## src/rtl/cpu_pkg.sv

```systemverilog
`default_nettype none
// ============================================================================
//  Module      : cpu_pkg
//  Description : Shared definitions for the 8-bit CPU: fetch FSM state
//                encodings, opcode field position, default reset PC and the
//                opcode constants decoded by control_unit.
//  Revision    : 1.0  initial release
// ============================================================================
package cpu_pkg;

   typedef enum logic [1:0] {
      S_IDLE = 2'd0,
      S_REQ  = 2'd1,
      S_HOLD = 2'd2
   } fetch_state_e;

   // Opcode occupies the top two bits of an 8-bit instruction.
   localparam int OPCODE_MSB = 7;
   localparam int OPCODE_LSB = 6;

   localparam logic [7:0] RESET_PC_DEFAULT = 8'h00;

   // Opcode constants shared with control_unit.
   localparam logic [1:0] OP_ALU = 2'b00;
   localparam logic [1:0] OP_LDI = 2'b01;
   localparam logic [1:0] OP_BR  = 2'b10;
   localparam logic [1:0] OP_JMP = 2'b11;

endpackage : cpu_pkg
`default_nettype wire

```

## src/rtl/pc_reg.sv

```systemverilog
`default_nettype none
// ============================================================================
//  Module      : pc_reg
//  Description : Program counter register. Async reset to RESET_PC, load has
//                priority over increment, increment wraps modulo 2^ADDR_W.
//  Ports       : clk, rst       - clock, async active-high reset
//                inc_en         - advance PC by one
//                load_en        - load load_val (wins over inc_en)
//                load_val       - value to load
//                pc             - current PC
//  Revision    : 1.0  initial release
// ============================================================================
module pc_reg #(
   parameter int                ADDR_W   = 8,
   parameter logic [ADDR_W-1:0] RESET_PC = '0
) (
   input  logic              clk,
   input  logic              rst,
   input  logic              inc_en,
   input  logic              load_en,
   input  logic [ADDR_W-1:0] load_val,
   output logic [ADDR_W-1:0] pc
);

   logic [ADDR_W-1:0] pc_d;
   logic [ADDR_W-1:0] pc_q;

   always_comb begin
      pc_d = pc_q;
      if (load_en) begin
         pc_d = load_val;
      end else if (inc_en) begin
         pc_d = pc_q + ADDR_W'(1);
      end
   end

   always_ff @(posedge clk or posedge rst) begin
      if (rst) begin
         pc_q <= RESET_PC;
      end else begin
         pc_q <= pc_d;
      end
   end

   assign pc = pc_q;

endmodule : pc_reg
`default_nettype wire

```

## src/rtl/instr_fetch.sv

```systemverilog
`default_nettype none
// ============================================================================
//  Module      : instr_fetch
//  Description : Fetch stage of the 8-bit CPU. Reads one instruction per
//                fetch over a req/ack port, hands it to decode over
//                valid/ready, and accepts redirects that flush the fetch.
//  Ports       : clk, rst                  - clock, async active-high reset
//                imem_req/addr/rdata/ack   - instruction memory read port
//                id_valid/id_ready         - decode handshake
//                instr/opcode/pc_out       - fetched instruction bundle
//                redirect/redirect_pc      - branch/jump target load
//                stall_cnt                 - decode stall cycles (optional)
//  Config      : define IFETCH_STALL_CNT_EN to add the stall_cnt port and
//                its saturating counter.
//  Revision    : 1.0  initial release
// ============================================================================
module instr_fetch
   import cpu_pkg::*;
#(
   parameter int                ADDR_W   = 8,
   parameter int                INSTR_W  = 8,
   parameter logic [ADDR_W-1:0] RESET_PC = ADDR_W'(RESET_PC_DEFAULT)
) (
   input  logic               clk,
   input  logic               rst,
   output logic               imem_req,
   output logic [ADDR_W-1:0]  imem_addr,
   input  logic [INSTR_W-1:0] imem_rdata,
   input  logic               imem_ack,
   output logic               id_valid,
   input  logic               id_ready,
   output logic [INSTR_W-1:0] instr,
   output logic [1:0]         opcode,
   output logic [ADDR_W-1:0]  pc_out,
   input  logic               redirect,
   input  logic [ADDR_W-1:0]  redirect_pc
`ifdef IFETCH_STALL_CNT_EN
   ,
   output logic [15:0]        stall_cnt
`endif
);

   fetch_state_e       state_d, state_q;
   logic [INSTR_W-1:0] instr_d, instr_q;
   logic [ADDR_W-1:0]  pc_out_d, pc_out_q;
   logic [ADDR_W-1:0]  pc;
   logic               pc_inc;
   logic               pc_load;

   pc_reg #(
      .ADDR_W   (ADDR_W),
      .RESET_PC (RESET_PC)
   ) u_pc_reg (
      .clk      (clk),
      .rst      (rst),
      .inc_en   (pc_inc),
      .load_en  (pc_load),
      .load_val (redirect_pc),
      .pc       (pc)
   );

   // Redirect loads the PC in every state; outside S_IDLE it also discards
   // any simultaneous ack or id_ready and restarts the fetch.
   always_comb begin
      state_d  = state_q;
      instr_d  = instr_q;
      pc_out_d = pc_out_q;
      pc_inc   = 1'b0;
      pc_load  = redirect;
      case (state_q)
         S_IDLE: begin
            state_d = S_REQ;
         end
         S_REQ: begin
            if (redirect) begin
               state_d = S_REQ;
            end else if (imem_ack) begin
               instr_d  = imem_rdata;
               pc_out_d = pc;
               pc_inc   = 1'b1;
               state_d  = S_HOLD;
            end
         end
         S_HOLD: begin
            if (redirect || id_ready) begin
               state_d = S_REQ;
            end
         end
         default: begin
            state_d = S_IDLE;
         end
      endcase
   end

   always_ff @(posedge clk or posedge rst) begin
      if (rst) begin
         state_q  <= S_IDLE;
         instr_q  <= '0;
         pc_out_q <= '0;
      end else begin
         state_q  <= state_d;
         instr_q  <= instr_d;
         pc_out_q <= pc_out_d;
      end
   end

   // All handshake outputs decode from registered state only.
   assign imem_req  = (state_q == S_REQ);
   assign imem_addr = pc;
   assign id_valid  = (state_q == S_HOLD);
   assign instr     = instr_q;
   assign opcode    = instr_q[INSTR_W-1:INSTR_W-2];
   assign pc_out    = pc_out_q;

`ifdef IFETCH_STALL_CNT_EN
   logic [15:0] stall_cnt_d, stall_cnt_q;

   always_comb begin
      stall_cnt_d = stall_cnt_q;
      if ((state_q == S_HOLD) && !id_ready && !redirect &&
          (stall_cnt_q != 16'hFFFF)) begin
         stall_cnt_d = stall_cnt_q + 16'd1;
      end
   end

   always_ff @(posedge clk or posedge rst) begin
      if (rst) begin
         stall_cnt_q <= '0;
      end else begin
         stall_cnt_q <= stall_cnt_d;
      end
   end

   assign stall_cnt = stall_cnt_q;
`endif

endmodule : instr_fetch
`default_nettype wire

```

## config.mk

```make
export PLATFORM = sky130hd
export DESIGN_NAME = instr_fetch
export DESIGN_NICKNAME = d
export VERILOG_FILES = /design/src/rtl/cpu_pkg.sv /design/src/rtl/pc_reg.sv /design/src/rtl/instr_fetch.sv
export SDC_FILE = /design/constraint.sdc
export NUM_CORES = 1
export LEC_CHECK = 0
export BUFFER_PORTS_ARGS = -buffer_cell sky130_fd_sc_hd__buf_4
export CAP_MARGIN = 20
export CORE_ASPECT_RATIO = 1.75
export CORE_MARGIN = 8
export CORE_UTILIZATION = 43
export CTS_BUF_LIST = sky130_fd_sc_hd__clkbuf_8
export CTS_CLUSTER_SIZE = 14
export DETAILED_ROUTE_END_ITERATION = 10
export PLACE_DENSITY_LB_ADDON = 0.3
export SYNTH_ARGS = -nofsm -noshare
export SYNTH_HDL_FRONTEND = slang
export SYNTH_SLANG_ARGS = --single-unit
```

## constraint.sdc

```tcl
create_clock -name clk -period 2.7 [get_ports clk]
set_input_delay 0.54 -clock clk [delete_from_list [all_inputs] [get_ports clk]]
set_output_delay 0.54 -clock clk [all_outputs]
set_load 0.05 [all_outputs]
```

# --- Word-level counts from Yosys, hierarchy flattened ---
# Cells that the tools add are included.
op_classes:
  addsub: 1
  multipliers: 0
  eq_ne: 4
  n_bitwise: 1
  shifts: 0
  div: 0
  muxes: 9
  n_lt_le_gt_ge: 0
  n_reduce_logical: 5
op_table:
  columns: ["op", "count"]
  rows:
  - ["8-bit 2-to-1 mux", 2]
  - ["8-bit by 1-bit adder with 8-bit output (second input constant)", 1]
  - ["2-bit 2-to-1 mux", 3]
  - ["2-bit case mux with 3 select lines", 1]
  - ["1-bit 2-to-1 mux", 3]
  - ["3-bit by 1-bit inequality test with 1-bit output (second input constant)", 1]
  - ["3-bit AND reduction", 1]
  - ["2-bit by 1-bit equality test with 1-bit output (second input constant)", 1]
  - ["2-bit equality test (second input constant)", 1]
  - ["2-bit zero test", 1]
  - ["2-bit by 1-bit inequality test with 1-bit output (second input constant)", 1]
  - ["2-bit AND reduction", 1]
  - ["2-bit nonzero test", 1]
  - ["1-bit logical OR", 1]
  - ["1-bit inverter", 1]
word_totals:
  latch_bits: 0
  ramBits: 0
  out_inout_bits: 28
  memories: 0
  word_cells: 24
  input_bits: 21
  mem_bits_ro: 0
  ff_bits: 26

# --- Depth between registers and ports, before layout ---
logic_depth:
  word_depth: 5
  ltp_mapped: 4
  mapped_depth_nobuf: 4

# --- Hierarchy ---
# From an unflattened synthesis, not the netlist that was laid out.
unflattened:
  cells_unflattened: 98
  area_unflattened_um2: 1227.4
modules_own_cells:
  columns: ["mod", "cells_each", "instances", "seq_area_each_um2", "area_each_um2"]
  rows:
  - ["instr_fetch", 48, 1, 450.4, 782.0]
  - ["pc_reg", 50, 1, 200.2, 445.4]

# --- Worst setup path after synthesis ---
# OpenSTA, ideal clock, no wires.
synth_path:
  path_kind: "reg-to-output"
  start: "register state_q[0]"
  end: "output imem_req"
  arrival_time_ps: 1178
  path_slack_ps: 982
  path_buffers: 0
  required_time_ps: 2160
  path_stages_with_launch: 2
  path_cell_list: "dfrtp_1 -> nor2b_1"
synth_via:
  elab_chain_cells: 1
synth_rtl:
  columns: ["element", "line", "rtl"]
  rows:
  - ["start: declaration", "instr_fetch.sv:43", "fetch_state_e state_d, state_q;"]
  - ["start signal: assignment", "instr_fetch.sv:101", "state_q <= state_d;"]
  - ["2-bit by 1-bit equality test with 1-bit output", "instr_fetch.sv:108", "assign imem_req = (state_q == S_REQ);"]
  - ["end: declaration", "instr_fetch.sv:26", "output logic imem_req,"]
# No other way between the ends.

# --- Worst setup path in the final report ---
layout_path:
  start: "register state_q[1]"
  end: "register instr_q[4], in the netlist instr[4]"
layout_via:
  elab_chain_cells: 2
layout_rtl:
  columns: ["element", "line", "rtl"]
  rows:
  - ["2-bit by 1-bit equality test with 1-bit output", "instr_fetch.sv:70", "case (state_q)"]
  - ["3-bit AND reduction (no source line)", null, null]
  - ["end signal: assignment", "instr_fetch.sv:102", "instr_q <= instr_d;"]
  - ["end: declaration", "instr_fetch.sv:44", "logic [INSTR_W-1:0] instr_d, instr_q;"]
# No other way between the ends.
# A chain may end at the register's enable or synchronous reset.

==> key figures <==
Setup path
  – Critical Path RT: 2.86 ns
  – CP Cell Sequence: nand3b_4 -> nor2_2 -> mux2_2
  – Setup CP Type: flop to flop
  – Worst Setup End Kind: flop
  – Crit-path max cell delay: 0.63 ns
  – Crit path max-delay cell type: nor2_2
  – CP Launch Type: flop
  – Crit Path Max Fanout: 16
  – CP arrival: 2.01 ns
  – CP Launch Point: state_q[1]$_DFFE_PP0P_
  – Reg-to-Reg Start: state_q[1]$_DFFE_PP0P_

Run
  – Max Cap Viol: 0

Clocking
  – Worst-path clk slew: 0.09 ns
  – Post-cts gate resize count: 0
  – Post-CTS Setup Repair Bufs: 0
  – Worst-Skew Late Latency: 0.26 ns
  – Post-CTS Hold Buffers: 0
  – CTS Buf Count: 3
  – CTS tree: built
  – CTS HTree Levels: 1
  – CTS Buffer Depth: 2
  – CTS root buffer: clkbuf_8
  – Clk sinks: 26

Power and ir drop
  – Int Pwr: 0.912 mW
  – Clock Power Share: 20.0%
  – Switching Share: 41.9%
  – Proportion of power drawn by combinational gates: 45.0%
  – Peak supply drop: 0.562 mV
  – P per Cell Area: 953 nW/µm²
  – Total Power: 1.57 mW
  – Static Leak: 0.764 nW
  – Flop pwr share: 35.0%
  – Sw power: 0.659 mW

Timing
  – Max Freq: 539 MHz
  – Clk_skew: 0.00256 ns
  – Hold WS: 0.150 ns
  – Fin. Hold Viols: 0
  – RSZ-0062 raised after global routing: false
  – Setup Viol. Count Final: 0
  – Slew @ Worst Pin: 0.763 ns
  – Min Tclk post-route: 1.86 ns
  – Max-slew violation count: 0
  – Setup TNS: 0 ns
  – Slew Limit Headroom: 49.1%
  – Final period util: 68.7%

Final layout
  – Commonest cells after routing, fill and taps aside: buf_4, dfrtp_1, mux2_2
  – Layout Cells excl Fill: 173
  – Layout cells sized above 1: 48.6%
  – Util after Layout: 61.3%
  – Diodes inserted: 0
  – Most common cell after layout, fill and taps aside: buf_4
  – Fin nets: 169
  – Syn-to-layout area delta: 37.3%

Route
  – Final Routed Wirelength: 2890 µm
  – DRT antenna net count: 0
  – Via Count: 916
  – Routed vias/inst: 5.29
  – Remaining DRCs: 0
  – DRT iter0 DRCs: 13
  – WL per Instance: 16.7 µm
  – Initial DRT Pass Iterations: 4

Place
  – Port Buffer Count: 48
  – GP Congestion: 0.731
  – Post-Place Cells: 168
  – Detailed Place HPWL: 2240 µm

Die
  – Die Span Y: 85.9 µm
  – Die footprint: 4810 µm²
  – Die X: 56.0 µm
  – IO Count: 49
  – Initial Util: 44.7%
  – Core outline area: 2690 µm²
  – FP Rows: 25

GRT
  – Largest net degree at the start of global routing: 27
  – GRT Util Overall: 11.8%
  – Initial antenna violation count: 0
  – Congestion Overflow GR: 0
  – Gr busiest metal: met2
  – GR Layer Usage met2: 21.7%
  – First-pass GRT wire length: 4750 µm
  – Global routing usage on met1: 13.1%
  – Vias in the first global route: 984
  – GR Util met3: 2.37%

Synthesis
  – Post-Syn Instances: 99
  – Synth Flop Type: dfrtp_1
  – Synthesized cell area: 1200 µm²
  – FF+latch count, synth: 26
  – Fraction of registers with async set/reset: 100%
  – Post-synth EDFFs: 0
  – Yosys top cell area share: 54.2%
  – Synth cell types: 29
  – Xor/xnor share of the synthesized area: 1.46%
  – Synthesized net count: 121
  – Multiplexer share of the synthesized area: 15.8%
  – Largest family of logic cells by synthesized area: simple AND/OR/NAND/NOR gates
  – Yosys warns: 0
  – Top cells by area, synth: dfrtp_1, mux2_2, or4_1, nand2_1, nand3_1
  – Register area share after synthesis: 54.2%
  – Synth Area in Compound Gates: 6.98%
  – Cell taking the most area after synthesis: dfrtp_1
  – Avg Cell Area, Syn: 12.1 µm²
  – Post-Synth Simple-Gate Area: 16.1%
  – Post-Synth Adder-Cell Area: 1.04%

Status
  – Outcome: completed

Hold path
  – Min-delay worst type: input pin to asynchronous set/reset pin
-- cells in the mapped netlist, drive strengths merged (2+ instances only) --
cell    number
nand3        5
or4          4
nand4b       2
nor2b        2
dfrtp       26
nor2         3
inv          2
o211ai       2
mux2        16
clkbuf       2
a21oi        3
buf          4
xor2         2
nand2        7
a31oi        2
nand2b       2
o21ai        5
-- power groups by stage --
| stage | Clock [mW] | Combinational [mW] | Sequential (mW) |
|---|---|---|---|
| floorplan | 0 | 0.190 | 0.859 |
| global placement | 0 | 0.701 | 0.553 |
| detailed placement | 0 | 0.712 | 0.558 |
| CTS | 0.323 | 0.712 | 0.551 |
| global route | 0.339 | 0.738 | 0.565 |
| finish | 0.315 | 0.706 | 0.549 |
-- path summary, 6_finish.rpt --
| check | slack, ns | cells after the start | endpoint |
|---|---|---|---|
| min in group clk | 0.48 | 3 | u_pc_reg.pc[4]$_DFFE_PP0P_ |
| max in group asynchronous | 2.20 | 3 | pc_out[5]$_DFFE_PP0P_ |
| worst min register to register | 0.51 | 1 | pc_out[7]$_DFFE_PP0P_ |
| worst max register to register | 0.84 | 3 | instr[4]$_DFFE_PP0P_ |
| worst max-delay path | 0.84 | 3 | instr[4]$_DFFE_PP0P_ |
| worst min-delay path | 0.15 | 2 | instr[2]$_DFFE_PP0P_ |
-- layer usage --
| metal | up-vias | wire length (µm) |
|---|---|---|
| met3 | 2 | 113 |
| met2 | 22 | 1680 |
| met5 | - | 0 |
| met4 | 0 | 21 |
| li1 | 447 | - |
| met1 | 445 | 1070 |
-- metrics by stage --
stage               setup WS [ns]  instance area, µm²
floorplan                   0.982                1200
global placement            0.755                1550
detailed placement          0.686                1550
CTS                         0.816                1620
global route                0.699                1650
finish                      0.844                1650
-- cell type report --
type                       instances  area [µm²]
clock buffer                       3        41.3
clock inverter                     1        30.0
fill                             246        1040
inverter                           2        7.51
multi-input combinational         65         498
sequential                        26         651
tap                               27        33.8
timing repair buffer              49         388
-- cells by family after synthesis --
| group | count (synthesis) |
|---|---|
| simple gates | 31 |
| flops | 26 |
| compound gates | 14 |
| xor+xnor | 2 |
| buf+inv | 8 |
| fa+ha+maj | 1 |
| mux | 17 |
-- critical path, delay by kind of cell (launching register included) --
family | cells | cell delay [ns]
flops | 1 | 0.44
simple gates | 2 | 0.89
mux | 1 | 0.41
(Power assumes the default switching activity.)
